==> config.mk <==
export PLATFORM = sky130hd
export DESIGN_NAME = dmem_master
export DESIGN_NICKNAME = d
export VERILOG_FILES = /design/src/rtl/dmem_master.sv
export SDC_FILE = /design/constraint.sdc
export NUM_CORES = 1
export LEC_CHECK = 0
export BUFFER_PORTS_ARGS = -buffer_cell sky130_fd_sc_hd__buf_2
export CELL_PAD_IN_SITES_DETAIL_PLACEMENT = 0
export CELL_PAD_IN_SITES_GLOBAL_PLACEMENT = 1
export CORE_ASPECT_RATIO = 1.2
export CORE_MARGIN = 2
export CORE_UTILIZATION = 43
export CTS_CLUSTER_SIZE = 28
export DETAILED_ROUTE_END_ITERATION = 8
export PLACE_DENSITY_LB_ADDON = 0.1
export SYNTH_ARGS = -nofsm -noshare
export SYNTH_HDL_FRONTEND = slang
export SYNTH_SLANG_ARGS = --single-unit
==> constraint.sdc <==
create_clock -name clk -period 4.3 [get_ports clk]
set_input_delay 0.645 -clock clk [delete_from_list [all_inputs] [get_ports clk]]
set_output_delay 0.645 -clock clk [all_outputs]
set_load 0.02 [all_outputs]
==> src/rtl/dmem_master.sv <==
// Requester-side controller for a single-port synchronous data memory.
// Serialises load, store and block-copy requests into single memory cycles.
module dmem_master #(
    parameter int AW = 8,
    parameter int DW = 16
) (
    input  logic          clk,
    input  logic          rst,
    input  logic          req_valid,
    output logic          req_ready,
    input  logic [1:0]    req_op,
    input  logic [AW-1:0] req_addr,
    input  logic [AW-1:0] req_daddr,
    input  logic [AW-1:0] req_len,
    input  logic [DW-1:0] req_wdata,
    output logic          resp_valid,
    output logic [DW-1:0] resp_data,
    output logic          done,
    output logic          busy,
    output logic          mem_dwe,
    output logic [AW-1:0] mem_addr,
    output logic [DW-1:0] mem_wdata,
    input  logic [DW-1:0] mem_rdata
);

    typedef enum logic [2:0] {
        IDLE, LD_ADDR, LD_DATA, ST, CP_RD, CP_CAP, CP_WR
    } state_t;

    state_t        state;
    logic [AW-1:0] addr_r;   // load/store address, or copy source pointer
    logic [AW-1:0] dst_r;
    logic [AW-1:0] cnt_r;
    logic [DW-1:0] wdata_r;
    logic [DW-1:0] hold_r;

    always_ff @(posedge clk or posedge rst) begin
        if (rst) begin
            state      <= IDLE;
            resp_valid <= 1'b0;
            done       <= 1'b0;
            resp_data  <= '0;
            addr_r     <= '0;
            dst_r      <= '0;
            cnt_r      <= '0;
            wdata_r    <= '0;
            hold_r     <= '0;
        end else begin
            resp_valid <= 1'b0;
            done       <= 1'b0;
            case (state)
                IDLE: begin
                    if (req_valid) begin
                        addr_r  <= req_addr;
                        dst_r   <= req_daddr;
                        cnt_r   <= req_len;
                        wdata_r <= req_wdata;
                        case (req_op)
                            2'b00: state <= LD_ADDR;
                            2'b01: state <= ST;
                            2'b10: begin
                                if (req_len != '0) state <= CP_RD;
                                else               done  <= 1'b1;
                            end
                            default: done <= 1'b1;
                        endcase
                    end
                end
                LD_ADDR: state <= LD_DATA;
                LD_DATA: begin
                    resp_data  <= mem_rdata;
                    resp_valid <= 1'b1;
                    state      <= IDLE;
                end
                ST: begin
                    done  <= 1'b1;
                    state <= IDLE;
                end
                CP_RD: state <= CP_CAP;
                CP_CAP: begin
                    hold_r <= mem_rdata;
                    state  <= CP_WR;
                end
                CP_WR: begin
                    addr_r <= addr_r + AW'(1);
                    dst_r  <= dst_r + AW'(1);
                    cnt_r  <= cnt_r - AW'(1);
                    if (cnt_r == AW'(1)) begin
                        done  <= 1'b1;
                        state <= IDLE;
                    end else begin
                        state <= CP_RD;
                    end
                end
                default: state <= IDLE;
            endcase
        end
    end

    // Memory port is a pure decode of state so reset removes a pending write at once.
    always_comb begin
        mem_dwe   = 1'b0;
        mem_addr  = '0;
        mem_wdata = '0;
        case (state)
            LD_ADDR, LD_DATA, CP_RD, CP_CAP: mem_addr = addr_r;
            ST: begin
                mem_dwe   = 1'b1;
                mem_addr  = addr_r;
                mem_wdata = wdata_r;
            end
            CP_WR: begin
                mem_dwe   = 1'b1;
                mem_addr  = dst_r;
                mem_wdata = hold_r;
            end
            default: ;
        endcase
    end

    assign req_ready = (state == IDLE);
    assign busy      = (state != IDLE);

endmodule

Yosys cells after proc, flatten, opt, wreduce, memory -nomap -nowiden
Index checks and enable logic that the tools add are counted.
{"block": "word_totals", "reg_bits": 77, "input_bits": 61, "out_inout_bits": 45, "elab_cells": 55}
{"block": "classes", "add_sub_neg": 3, "eq_ne": 12, "n_mux": 20, "n_reduce_logical": 11}
{"op": "$pmux 8 s2", "count": 4}
{"op": "$pmux 16 s2", "count": 1}
{"op": "$mux 8", "count": 3}
{"op": "$add 8x1->8 const B", "count": 2}
{"op": "$pmux 3 s5", "count": 1}
{"op": "$eq 3x3->1 const B", "count": 3}
{"op": "$mux 3", "count": 3}
{"op": "$pmux 3 s3", "count": 1}
{"op": "$eq 8x1->1 const B", "count": 1}
{"op": "$reduce_bool 8->1", "count": 1}
{"op": "$sub 8x1->8 const B", "count": 1}
{"op": "$eq 3x2->1 const B", "count": 2}
{"op": "$mux 1", "count": 5}
{"op": "$reduce_or 5->1", "count": 1}
{"op": "$ne 4x1->1 const B", "count": 1}
{"op": "$reduce_and 2->1", "count": 2}
{"op": "$reduce_or 2->1", "count": 2}
{"op": "$eq 3x1->1 const B", "count": 1}
{"op": "$logic_not 3->1", "count": 1}
{"op": "$ne 3x3->1 const B", "count": 1}
{"op": "$pmux 1 s3", "count": 1}
{"op": "$reduce_and 3->1", "count": 1}
{"op": "$reduce_bool 3->1", "count": 1}
{"op": "$eq 2x1->1 const B", "count": 1}
{"op": "5 further kinds", "count": 5}

Logic depth before layout (Yosys ltp)
{"block": "depth", "ltp_word": 5, "ltp_mapped": 8, "depth_no_buf": 6}

Worst setup path before layout
OpenSTA, ideal clock, no wires.
{"block": "synth_timing", "kind": "register to output", "startpoint": "register state[2]", "endpoint": "output mem_addr[3]", "t_arrival_ns": 1.466, "path_slack_ns": 2.189, "path_stages_with_launch": 6, "path_cell_list": "dfrtp_1 > buf_4 > nor2b_1 > clkbuf_1 > a21oi_1 > o21ai_0"}
{"block": "synth_between", "elab_chain_len": 3, "elab_cells_between_ends": 8, "cone_classes": "6 x eq/ne; 1 x mux; 1 x reduce/logical"}
{"item": "from (decl)", "line_no": "30", "rtl": "state_t state;"}
{"item": "from (signal assigned)", "line_no": "39", "rtl": "state <= IDLE;"}
{"item": "from (signal assigned)", "line_no": "59", "rtl": "2'b00: state <= LD_ADDR;"}
{"item": "from (signal assigned)", "line_no": "60", "rtl": "2'b01: state <= ST;"}
{"item": "$eq 3x2->1 (tied with other cells)", "line_no": "105", "rtl": "case (state)"}
{"item": "$reduce_or 5->1 (no line)"}
{"item": "$pmux 8 s2 *", "line_no": "105"}
{"item": "to (decl)", "line_no": "21", "rtl": "output logic [AW-1:0] mem_addr,"}
Mark *: on every way between the ends. The rest lies on a longest branch, timed or not.

Worst setup path after layout
{"block": "layout_timing", "startpoint": "register state[2]", "endpoint": "output mem_wdata[0]"}
{"block": "layout_between", "elab_chain_len": 2, "elab_cells_between_ends": 3, "cone_classes": "2 x eq/ne; 1 x mux"}
{"item": "$eq 3x3->1 or $eq 3x2->1 (tied branches)", "line_no": "105"}
{"item": "$pmux 16 s2 *", "line_no": "105"}
{"item": "to (decl)", "line_no": "22", "rtl": "output logic [DW-1:0] mem_wdata,"}
Marked as above.

==> results.toml <==
[global_routing]
grt-ovfl-total = 0
antenna_violations_before_repair = 0
most_crowded_layer_gr = "met2"
grt_pass1_vias = 3110
grt_first_pass_wirelength_um = 15400
grt.met1_usage_pct = 28.82
grt_use_met2_pct = 32.98
grt_use_met3_pct = 5.774
grt_start_max_net_pins = 47
grtUsageTotal_pct = 21.16

[layout]
antenna_cells = 0
area_growth_pct = 21.51
finalNetCount = 528
postLayoutCellArea_mm2 = 0.004594
fin_util_pct = 53.64
drive_above_1_share_pct = 33.83

[clocking]
cts_max_level = 3
cts.sinks = 77
buffers_inserted_during_post_cts_setup_optimization = 0
clkLatencyLatePin_ns = 0.34
cts.repair.resized = 0
cts_tree = "built"
clk_pin_slew_ns = 0.08
clock_path_buffers = 2
ctsHoldBuffers = 0
cts_made_buffers = 9
clk_root_buffer_cell = "sky130_fd_sc_hd__clkbuf_8"

[timing]
max_freq_ghz = 0.3219
timing.slew.headroom_pct = 32.12
finalClockSkew_ns = 0.005180
final_period_minus_worst_setup_slack_ns = 3.106
hold_viol = 0
final-setup-viol-count = 0
post-route-period-util_pct = 72.24
setup_repair_after_global_routing_missed_its_margin = "false"
max_transition_viols_final = 0
timing.setup.tns_ns = 0
tightest_slew_ns = 1.018

[placement]
finalWeightedCongestion = 0.7746
port_buffers = 105
dpl-instance-area_mm2 = 0.004359
dp_hpwl_um = 6526

[route]
wire_per_inst_um = 16.64
drtIter0Drc = 178
viasPerCell = 5.373
route.final.wire_length_um = 9716
detail-route-antenna-nets = 0
drt_pass1_iterations = 4
vias = 3138
detail_route.drc_violations = 0

[pwr]
total_power_per_unit_cell_area_mw_per_mm2 = 768.8
max-vdd-ir-drop_uv = 360.0
design_power_total_uw = 3532
pwr-share-clk_pct = 18.5
cellLeakagePower_uw = 0.002223
cellInternalPower_uw = 2078
power.share.switching_pct = 41.18
power_frac_seq_pct = 39.8
power.net_switching_uw = 1455
power_frac_comb_pct = 41.7

[die]
die_width_um = 89.60
floorplan.die.height_um = 106.7
row_count = 37
io_pins = 106
start_util_pct = 44.15
core_region_area_mm2 = 0.008564
dieArea_mm2 = 0.009562

[critical_path]
critPathRequiredTime_ns = 3.65
crit_path_launch_type = "flop"
cp_slowest_cell = "sky130_fd_sc_hd__dfrtp_1"
worstRegToRegCells = 4
critical-path-max-stage-delay_ns = 0.84
timing.critical_path.max_delay_family = "flip-flops"
reg2reg_from = "state[2]"
criticalPathCategory = "flop to output port"
critical_path.cell_chain = "and3b_1 -> buf_4 -> a22o_1 -> buf_2"
path_depth = 4
regToRegSetupSlack_ns = 1.67
worst_ep_arrival_time_ns = 2.46
setup.worst_path.end_class = "output port"
cp.buffers_inverters = 2
worst-path-max-fanout = 21
reg2reg_to = "cnt_r[0]"

[logic_synthesis]
synth_warnings = 0
postSynthAreaPerCell_um2 = 10.42
post-synth-top-area-fraction_pct = 50.96
synth_top_flop_cell = "sky130_fd_sc_hd__dfrtp_1"
ys_seq_area_share_pct = 50.96
syn_area_mm2 = 0.003781
synthCells = 363
async_flop_share_pct = 100.0
synth_cell_type_count = 50
flops_latches_synth = 77
synth_enable_flop_cells = 0
syn_nets = 428
leading_area_contributor_after_synthesis = "sky130_fd_sc_hd__dfrtp_1"
synth.top_cells.by_area = "sky130_fd_sc_hd__dfrtp_1, sky130_fd_sc_hd__nand2_1, sky130_fd_sc_hd__mux2_2"

[flow_run]
drv_cap = 0

[run_status]
outcome = "complete, no violations"

[hold_path]
min_path_type = "input port to asynchronous set/reset pin"
## power groups by stage
stage	Sequential (µW)	Clock [µW]	Combinational, µW
after floorplan	1390	0	1060
after global placement	1410	0	1460
after detailed placement	1410	0	1480
after CTS	1400	670	1490
after global routing	1460	700	1620
final	1410	655	1470
## layout make-up
| type | count | area, µm² |
|---|---|---|
| Inverter | 9 | 35.03 |
| Clock inverter | 6 | 111.4 |
| Sequential cell | 77 | 1927 |
| Clock buffer | 9 | 123.9 |
| Multi-Input combinational cell | 256 | 1688 |
| Fill cell | 824 | 3970 |
| Tap cell | 117 | 146.4 |
| Timing Repair Buffer | 110 | 563.0 |
## sequential cells by signal, summed over array words and instances (netlist names)
name / flops
hold_r: 16
resp_data: 16
wdata_r: 16
addr_r: 8
cnt_r: 8
dst_r: 8
state: 3
done: 1
resp_valid: 1
## layout by cell type, fill, tap and decap left out, types with 2 or more instances in the layout
master	Yosys	routed
sky130_fd_sc_hd__o221a_1	3	3
sky130_fd_sc_hd__a311oi_1	3	3
sky130_fd_sc_hd__buf_4	5	5
sky130_fd_sc_hd__a21oi_1	14	14
sky130_fd_sc_hd__a211oi_1	8	8
sky130_fd_sc_hd__nor4_1	3	3
sky130_fd_sc_hd__buf_2	10	105
sky130_fd_sc_hd__a211oi_2	2	2
sky130_fd_sc_hd__mux2_2	18	18
sky130_fd_sc_hd__o211ai_1	2	2
sky130_fd_sc_hd__inv_1	7	6
sky130_fd_sc_hd__nand2_2	2	2
sky130_fd_sc_hd__mux2_1	14	14
sky130_fd_sc_hd__clkbuf_8	0	9
sky130_fd_sc_hd__bufinv_16	0	3
sky130_fd_sc_hd__nand2_1	68	68
sky130_fd_sc_hd__ha_1	4	4
sky130_fd_sc_hd__clkinv_2	0	2
sky130_fd_sc_hd__o21ai_1	8	8
sky130_fd_sc_hd__nor2b_1	8	8
sky130_fd_sc_hd__nor2_1	23	23
sky130_fd_sc_hd__a221o_1	2	2
sky130_fd_sc_hd__dfrtp_1	77	77
sky130_fd_sc_hd__inv_2	2	2
sky130_fd_sc_hd__and3_1	5	5
sky130_fd_sc_hd__o21ai_0	4	4
sky130_fd_sc_hd__a22o_1	18	18
sky130_fd_sc_hd__nor3_1	12	12
sky130_fd_sc_hd__nand3_1	9	9
sky130_fd_sc_hd__a311oi_2	2	2
sky130_fd_sc_hd__o22ai_1	4	4
## cell usage after synthesis (all sizes together) (2+ instances only)
cell type,n
and3,6
clkbuf,3
nor3,13
a22o,18
o21ai,12
mux2,32
nor2,23
nor4,4
o22ai,4
a221o,2
nand3,10
buf,18
inv,9
o211ai,2
a211oi,10
o221a,3
a21oi,14
nand2,70
a311oi,5
ha,4
nor2b,8
dfrtp,77
## worst max path at each step
stage	startpoint	end	slack [ns]
global placement	state[2]	mem_wdata[5]	1.63
floorplan	rst	addr_r[0]	1.69
detailed placement	state[2]	mem_wdata[0]	1.58
finish	state[2]	mem_wdata[0]	1.19
CTS	state[2]	mem_wdata[0]	1.19
global route	state[2]	mem_wdata[8]	1.03
## kinds of logic after synthesis
kind of cell | synth area share (%)
and+or+nand+nor | 18.86
DFF | 50.96
AOI/OAI and AO/OA | 14.92
muxes | 9.530
buffers and inverters | 4.401
adders and majority gates | 1.324
## through the flow
step                hold WS [ns]  worst slack (ns)  std cells
global route              0.4868             1.027        584
detailed placement        0.4730             1.581        569
floorplan                 0.4454             1.688        363
finish                    0.4230             1.194        584
global placement          0.4617             1.634        569
CTS                       0.4463             1.191        584
## per-layer routing
| metal | share of wire, % | vias to the layer above |
|---|---|---|
| met5 | 0 | - |
| met4 | 1.2 | 0 |
| met3 | 6.3 | 10 |
| met2 | 48 | 87 |
| met1 | 44 | 1545 |
| li1 | - | 1496 |
(Power assumes the default switching activity.)
